`src/rtl/fetch_pc_ctrl_pkg.sv`:
```
// Shared types for the fetch PC controller: bus request/response records,
// access sizes and the fetch state encoding.
package fetch_pc_ctrl_pkg;

   typedef logic [63:0] u64;
   typedef logic [31:0] u32;

   typedef enum logic [1:0] {
      MSIZE1 = 2'd0,
      MSIZE2 = 2'd1,
      MSIZE4 = 2'd2,
      MSIZE8 = 2'd3
   } msize_t;

   typedef struct packed {
      logic   valid;
      u64     addr;
      msize_t size;
   } ibus_req_t;

   typedef struct packed {
      logic data_ok;
      u32   data;
   } ibus_resp_t;

   typedef enum logic [1:0] {
      IDLE = 2'd0,
      REQ  = 2'd1,
      HOLD = 2'd2
   } fetch_state_t;

   localparam u64 PC_STEP = 64'd4;

   // Fetch targets are word aligned; low address bits of a redirect are dropped.
   function automatic u64 align_pc(input u64 pc);
      return {pc[63:2], 2'b00};
   endfunction

endpackage

```
`src/rtl/fetch_pc_ctrl_if.sv`:
```
// Instruction bus between the fetch PC controller (master) and memory (slave).
interface fetch_pc_ctrl_if;
   import fetch_pc_ctrl_pkg::*;

   ibus_req_t  ireq;
   ibus_resp_t iresp;

   modport master (output ireq, input iresp);
   modport slave  (input ireq, output iresp);

endinterface

```
`src/rtl/fetch_pc_ctrl.sv`:
```
// Owns the fetch PC, issues one instruction fetch at a time, buffers the
// returned instruction for decode and squashes wrong-path fetches.
module fetch_pc_ctrl
   import fetch_pc_ctrl_pkg::*;
#(
   parameter u64 RESET_PC = 64'h8000_0000
) (
   input  logic               clk,
   input  logic               resetn,
   fetch_pc_ctrl_if.master    ibus,
   input  logic               hold_fetch,
   input  logic               redirect_valid,
   input  logic [63:0]        redirect_pc,
   output logic               out_valid,
   input  logic               out_ready,
   output logic [63:0]        out_pc,
   output logic [31:0]        out_instr
);

   fetch_state_t state_q, state_d;
   u64           pc_q, pc_d;
   u64           req_pc_q, req_pc_d;
   u64           buf_pc_q, buf_pc_d;
   u32           buf_instr_q, buf_instr_d;
   logic         kill_q, kill_d;

   u64           redir_target;
   logic         data_ok;
   ibus_req_t    req;

   assign redir_target = align_pc(redirect_pc);
   assign data_ok      = ibus.iresp.data_ok;

   always_ff @(posedge clk or negedge resetn) begin
      if (!resetn) begin
         state_q     <= IDLE;
         pc_q        <= RESET_PC;
         req_pc_q    <= RESET_PC;
         buf_pc_q    <= RESET_PC;
         buf_instr_q <= '0;
         kill_q      <= 1'b0;
      end else begin
         state_q     <= state_d;
         pc_q        <= pc_d;
         req_pc_q    <= req_pc_d;
         buf_pc_q    <= buf_pc_d;
         buf_instr_q <= buf_instr_d;
         kill_q      <= kill_d;
      end
   end

   always_comb begin
      state_d     = state_q;
      pc_d        = pc_q;
      req_pc_d    = req_pc_q;
      buf_pc_d    = buf_pc_q;
      buf_instr_d = buf_instr_q;
      kill_d      = kill_q;

      unique case (state_q)
         IDLE: begin
            if (redirect_valid) begin
               pc_d = redir_target;
            end else if (!hold_fetch) begin
               req_pc_d = pc_q;
               state_d  = REQ;
            end
         end

         REQ: begin
            // The request cannot be withdrawn; a redirect before data_ok only
            // marks it wrong-path so its data is dropped on arrival.
            if (data_ok) begin
               if (kill_q || redirect_valid) begin
                  kill_d  = 1'b0;
                  state_d = IDLE;
                  if (redirect_valid) begin
                     pc_d = redir_target;
                  end
               end else begin
                  buf_pc_d    = req_pc_q;
                  buf_instr_d = ibus.iresp.data;
                  pc_d        = req_pc_q + PC_STEP;
                  state_d     = HOLD;
               end
            end else if (redirect_valid) begin
               pc_d   = redir_target;
               kill_d = 1'b1;
            end
         end

         HOLD: begin
            if (redirect_valid) begin
               pc_d    = redir_target;
               state_d = IDLE;
            end else if (out_ready) begin
               if (!hold_fetch) begin
                  req_pc_d = pc_q;
                  state_d  = REQ;
               end else begin
                  state_d = IDLE;
               end
            end
         end

         default: begin
            state_d = IDLE;
         end
      endcase
   end

   always_comb begin
      req       = '0;
      req.valid = (state_q == REQ);
      req.addr  = req_pc_q;
      req.size  = MSIZE4;

      ibus.ireq = req;
      out_valid = (state_q == HOLD) && !redirect_valid;
      out_pc    = buf_pc_q;
      out_instr = buf_instr_q;
   end

   logic unused_redirect_lsbs;
   assign unused_redirect_lsbs = ^redirect_pc[1:0];

endmodule

```
`src/flat_wrapper.sv`:
```
// flat-port wrapper written by rule: the top's interface ports become plain ports
module fetch_pc_ctrl_flat import fetch_pc_ctrl_pkg::*;
#(
   parameter u64 RESET_PC = 64'h8000_0000
)
  (clk, resetn, hold_fetch, redirect_valid, redirect_pc, out_valid, out_ready, out_pc, out_instr, ibus_ireq, ibus_iresp);
  fetch_pc_ctrl_if ibus_i ();
  input  logic clk;
  input  logic resetn;
  input  logic hold_fetch;
  input  logic redirect_valid;
  input  logic [63:0] redirect_pc;
  output logic out_valid;
  input  logic out_ready;
  output logic [63:0] out_pc;
  output logic [31:0] out_instr;
  output wire logic [$bits(ibus_i.ireq)-1:0] ibus_ireq;
  input wire logic [$bits(ibus_i.iresp)-1:0] ibus_iresp;
  assign ibus_ireq = ibus_i.ireq;
  assign ibus_i.iresp = ibus_iresp;
  fetch_pc_ctrl #(.RESET_PC(RESET_PC)) u_core (.clk(clk), .resetn(resetn), .ibus(ibus_i), .hold_fetch(hold_fetch), .redirect_valid(redirect_valid), .redirect_pc(redirect_pc), .out_valid(out_valid), .out_ready(out_ready), .out_pc(out_pc), .out_instr(out_instr));
endmodule
```
`config.mk`:
```
export PLATFORM = sky130hd
export DESIGN_NAME = fetch_pc_ctrl_flat
export DESIGN_NICKNAME = d
export VERILOG_FILES = /design/src/rtl/fetch_pc_ctrl_pkg.sv /design/src/rtl/fetch_pc_ctrl_if.sv /design/src/rtl/fetch_pc_ctrl.sv /design/src/flat_wrapper.sv
export SDC_FILE = /design/constraint.sdc
export NUM_CORES = 1
export LEC_CHECK = 0
export ABC_CLOCK_PERIOD_IN_PS = 2200
export CAP_MARGIN = 5
export CORE_MARGIN = 10
export CORE_UTILIZATION = 40
export CTS_CLUSTER_SIZE = 10
export DETAILED_ROUTE_END_ITERATION = 7
export PLACE_DENSITY = 0.68
export SYNTH_ARGS = -nofsm -noshare
export SYNTH_HDL_FRONTEND = slang
export SYNTH_SLANG_ARGS = --single-unit
```
`constraint.sdc`:
```
create_clock -name clk -period 2.2 [get_ports clk]
set_input_delay 0.44 -clock clk [delete_from_list [all_inputs] [get_ports clk]]
set_output_delay 0.44 -clock clk [all_outputs]
set_load 0.01 [all_outputs]
```
== Yosys cells after proc, flatten, opt, wreduce, memory -nomap -nowiden ==
Cells that the tools add are included.
Word-level totals
  bits in registers: 227
  bits of input ports: 102
  output and inout port bits: 164
  word-level logic and storage cells: 49
Operators by class
  $add $sub $neg: 1
  equal/unequal tests: 9
  muxes and demuxes: 20
  bitwise operators: 1
  reduce and logical (&&, ||, !) cells: 12
Operator list (number)
  2-to-1 mux 64 bit: 7
  case mux 64 bit (2 select lines): 2
  adder 64 x 3 -> 64 bit (second input constant): 1
  2-to-1 mux 2 bit: 6
  != test 2 bit (second input constant): 4
  AND reduction 4 bit: 2
  case mux 2 bit (3 select lines): 1
  AND reduction 3 bit: 2
  nonzero test 2 bit: 3
  2-to-1 mux 1 bit: 4
  != test 2 x 1 -> 1 bit (second input constant): 2
  != test 3 bit (second input constant): 1
  == test 2 x 1 -> 1 bit (second input constant): 1
  == test 2 bit (second input constant): 1
  logical NOT 2 bit: 1
  OR reduction 2 bit: 1
  logical AND 1 bit: 1
  logical NOT 1 bit: 1
  logical OR 1 bit: 1
  NOT 1 bit: 1

== Depth between registers and ports, before layout ==
  word-level depth: 4
  mapped depth: 9
  gate-level depth less buffers: 7

== Worst setup path after synthesis ==
No wires, ideal clock.
  path type: register to register
  from: register u_core.req_pc_q[3]
  to: register u_core.pc_q[44]
  setup time: 137 ps
  arrival time: 1722 ps
  required time: 2063 ps
  path slack: 342 ps
  stages on the path, launching flop included: 9
  path buffers: 1
  period minus slack after synthesis: 1858 ps
  path through: dfrtp_1 ha_1 nand4_1 nor2_1 nand4_2 buf_2 nor3_1 xnor2_1 a21oi_1
On the way
  cells in the longest elaborated chain, start to end: 4
Ends and longest elaborated chain
  start: declaration: RTL line fetch_pc_ctrl.sv:22  | u64 req_pc_q, req_pc_d;
  start signal: assignment: RTL line fetch_pc_ctrl.sv:45  | req_pc_q <= req_pc_d;
  adder 64 x 3 -> 64 bit: RTL line fetch_pc_ctrl.sv:83  | pc_d = req_pc_q + PC_STEP;
  2-to-1 mux 64 bit: RTL line fetch_pc_ctrl.sv:74  | if (kill_q || redirect_valid) begin
  2-to-1 mux 64 bit: RTL line fetch_pc_ctrl.sv:73  | if (data_ok) begin
  case mux 64 bit (2 select lines): RTL line fetch_pc_ctrl.sv:60  | unique case (state_q)
  end signal: assignment: RTL line fetch_pc_ctrl.sv:44  | pc_q <= pc_d;
  end: declaration: RTL line fetch_pc_ctrl.sv:21  | u64 pc_q, pc_d;
No other way between the ends.
A chain may end at the register's enable or synchronous reset.

== Worst setup path in the final report ==
  from: register u_core.req_pc_q[17]
  to: output ibus_ireq[19]
RTL lines
  end: declaration: RTL line flat_wrapper.sv:17  | output wire logic [$bits(ibus_i.ireq)-1:0] ibus_ireq;
No word-level cell between the ends.

==> parameters.txt <==
Parameter                              Value

Status
  Status    finished clean

Pwr
  Logic gate share of total power    42.9%
  Power density over the cells    1340 nW/um^2
  Power Internal    12.8 mW
  Max IR drop VDD    737 uV
  Net Sw Power    6.66 mW
  Leak    6.36 nW
  Seq pwr share    36.8%
  Switching portion of total power    34.3%
  Part of the power in the clock network    20.3%

Clock network
  Clk Latency, worst-skew pair    0.52 ns
  Number of clock sinks    227
  TritonCTS Buffers    27
  Clock tree from TritonCTS    yes
  Deepest level of the CTS H-tree    1
  Root cell of the clock tree    clkbuf_16
  Post-CTS setup repair buffer count    0
  Clock-pin slew of the registers on the worst-case setup and hold paths    0.05 ns
  Deepest clock path buffer count    3

Die
  Standard-cell row count    57
  Die Area    31,800 sq um
  Top-Level Pins    266
  Core Area    24,500 sq um
  X dimension of the die    178 microns
  Initial Util    40.9%
  Y dimension of the die    178 microns

Global route
  Global-route usage over all layers    19.5%
  Initial antenna violation count    1
  Pin count of the biggest net entering global routing    67
  First-pass GRT wire length    50.0 mm
  Via count of the first global-routing pass    8,946
  GRT Residual Overflow    0

Setup path
  Critical path fanouts, max    8
  Reg-to-reg critical path endpoint    u_core.pc_q[63]
  Crit path buf inv count    1
  Worst path depth    1
  Sort of element at the start of the critical path    flop
  Worst-case register-to-register setup slack    0.12 ns
  Reg-to-reg startpoint    u_core.req_pc_q[28]
  Worst path required time    1.76 ns
  R2r worst-path depth    7
  Largest delay share family, worst path    buffers and inverters
  Crit end category    primary output
  Crit-path slowest cell    clkdlybuf4s50_1
  Delay of the slowest critical-path stage    0.63 ns
  Critical path class    reg2out
  Worst Path Arrival    1.66 ns
  CP Cell Sequence    clkdlybuf4s50_1

Timing
  Worst clock skew    0.0153 ns
  Max-slew violation count    0
  Highest attainable clock frequency    476 MHz
  Count of final setup violators    0
  Final total negative setup slack    0 ns
  Final worst-path cycle share    95.5%
  Final hold violation count    0
  Clock period minus final worst setup slack    2.10 ns

Logic synthesis
  Cell area after synthesis    10,000 sq um
  Multiplexer area fraction after synthesis    7.18%
  Average cell area after synthesis    10.1 sq um
  Synth Net Count    1,095
  Post-synthesis instance total    992
  Share of the synthesized area in the top cell type    55.8%
  Area leader, netlist    dfrtp_1
  Yosys Warn Count    0
  Number of unique standard cell types used by synthesis    43
  Part of the Yosys area used for sequential elements    56.6%
  Fraction of the mapped netlist area in compound gates    9.24%
  Xor/xnor cell area share of the yosys netlist    5.23%
  Post-synthesis register bit count    227
  Synth Flop Type    dfrtp_1
  Largest family of logic cells by synthesized area    simple AND/OR/NAND/NOR gates
  Async set-reset flop share out of synthesis    100%
  Number of enable flip-flop cells after synthesis    0
  Basic-gate share of the synthesized area counting and, or, nand and nor cells    18.8%
  Leading post-synthesis cells by cell area    dfrtp_1, nand2_1, mux2_2
  Fraction of the mapped netlist area in adder cells    0.125%

Final layout
  Final cell count without fillers    1,647
  Fraction of final layout cells with drive strength greater than 1    15.6%
  Area growth syn-to-layout    44.2%
  Count of filler cells inserted in the layout    2,098
  Number of nets in the finished design    1,412

Detailed routing
  Detailed Route Iter0 Violations    559
  Post-DRT Antenna Nets    0
  Wire length reported by the detailed router    31.3 mm
  First-pass iteration count of the detailed router    4
  Drc violations    0
  WL per Instance    19.0 microns
  Drt via density    5.13
  Count of vias placed by the detailed router    8,452

Placement
  Hpwl dp    22.1 mm
  I/O Buffers    261
  Final estimated routing congestion in global placement    0.817
  Number of cells after detailed placement    1,603

Hold path
  Hold Crit Class    in2async

Job
  Number of maximum-capacitance violations    0
synthesized netlist by cell type, drive strengths merged, types with 2 or more instances:
library cell,instances
nand2,297
dfrtp,224
o21ai,67
mux2,64
a22oi,45
xnor2,37
clkbuf,34
nand3,23
nor3,23
xor2,23
buf,20
nand4,19
a21oi,17
nor2,17
o22ai,15
nor4,13
and3,11
inv,9
and4,6
and2,5
a31oi,3
dfstp,3
nand2b,3
a22o,2
conb,2
nor2b,2
o221a,2
worst max path at each step:
| stage | from | endpoint | slack (ns) |
|---|---|---|---|
| floorplan | u_core.req_pc_q[3] | u_core.pc_q[44] | 0.34 |
| global placement | ibus_iresp[32] | u_core.out_pc[40] | 0.04 |
| detailed placement | ibus_iresp[32] | u_core.pc_q[13] | 0.02 |
| CTS | u_core.req_pc_q[31] | ibus_ireq[33] | 0.005 |
| global route | u_core.req_pc_q[8] | u_core.pc_q[55] | -0.02 |
| finish | u_core.req_pc_q[17] | ibus_ireq[19] | 0.10 |
cell usage in the layout, fill, tap and decap left out, types with 2 or more instances in the layout:
cell type          n
conb_1             2
buf_4             63
nand2b_1           3
a21oi_1           16
dfstp_2            3
and3_1            10
xor2_1            23
nor4_2             5
a22o_1             2
dlygate4sd2_1      2
clkbuf_1          12
and2_1             5
nand4_1           16
o21ai_0           53
clkdlybuf4s50_1  257
o21ai_1           13
nand2_1          295
nand4_4            2
mux2_2            64
o22ai_1           15
nor4_1             8
buf_12            17
dfrtp_1          223
a22oi_1           45
clkbuf_8           2
nor3_1            17
clkbuf_16         27
nand3_2            2
inv_1              9
a31oi_1            3
nor3_2             5
o221a_2            2
and4_1             6
nand3_1           21
xnor2_1           37
nor2_1            16
state kept, by name (all words and copies together), names as in the netlist:
register	count
u_core.kill_q	1
u_core.out_instr	32
u_core.out_pc	64
u_core.pc_q	64
u_core.req_pc_q	64
u_core.state_q	2
worst reg2reg max path: cells and delay by family (launching register included):
kind	cells	cell delay [ns]
compound gates	1	0.07
xor+xnor	1	0.16
simple gates	4	1.09
buf+inv	1	0.18
flops	1	0.47
metal layers:
layer  routed length, microns  part of all wire, %  GRT usage, %
met1                    13400                   43          25.0
met2                    14700                   47          32.1
met3                     2670                  8.5          5.77
met4                      506                  1.6          3.75
met5                        0                    0             0
power by group through the flow:
stage | clock network, mW | logic [mW] | registers (mW)
6_report | 3.94 | 8.34 | 7.16
5_1_grt | 4.23 | 9.09 | 7.40
4_1_cts | 4.05 | 8.47 | 7.16
3_5_place_dp | 0 | 8.43 | 7.21
3_3_place_gp | 0 | 8.31 | 7.15
2_1_floorplan | 0 | 2.63 | 7.97
what timing repair did:
item / 4_1_cts / 5_1_grt
gates resized for setup: 3 / 7
hold buffers: 1 / 0
endpoints found under the setup margin: 2 / 11
hold endpoints to repair: 51 / 0
layout make-up:
cell class	count	area, sq um	area share (%)
sequential	227	5690	39.3
antenna	1	2.50	0.0173
clock buffer	41	748	5.17
inverter	10	37.5	0.259
clock inverter	1	5.00	0.0346
tap	324	405	2.80
timing repair buffer	342	3440	23.8
multi-input combinational	701	4160	28.7
through the flow:
stage               setup WS, ns  utilization (%)  hold WS, ns  area (sq um)  power [mW]
floorplan                  0.342                -        0.144         10000        10.6
CTS                      0.00501             58.9        0.428         14400        19.7
global placement          0.0442             55.8        0.407         13700        15.5
finish                     0.100             59.0        0.445         14500        19.4
global route             -0.0155             59.0        0.444         14500        20.7
detailed placement        0.0181             55.8        0.405         13700        15.6
kinds of logic after synthesis:
logic type               after synthesis
buffers and inverters                 64
adder cells (fa/ha/maj)                1
AO/OA/AOI/OAI                        153
AND/OR/NAND/NOR                      421
other                                  2
flip-flops                           227
XOR/XNOR                              60
multiplexers                          64
No activity file was read; power rests on OpenSTA's default activity.
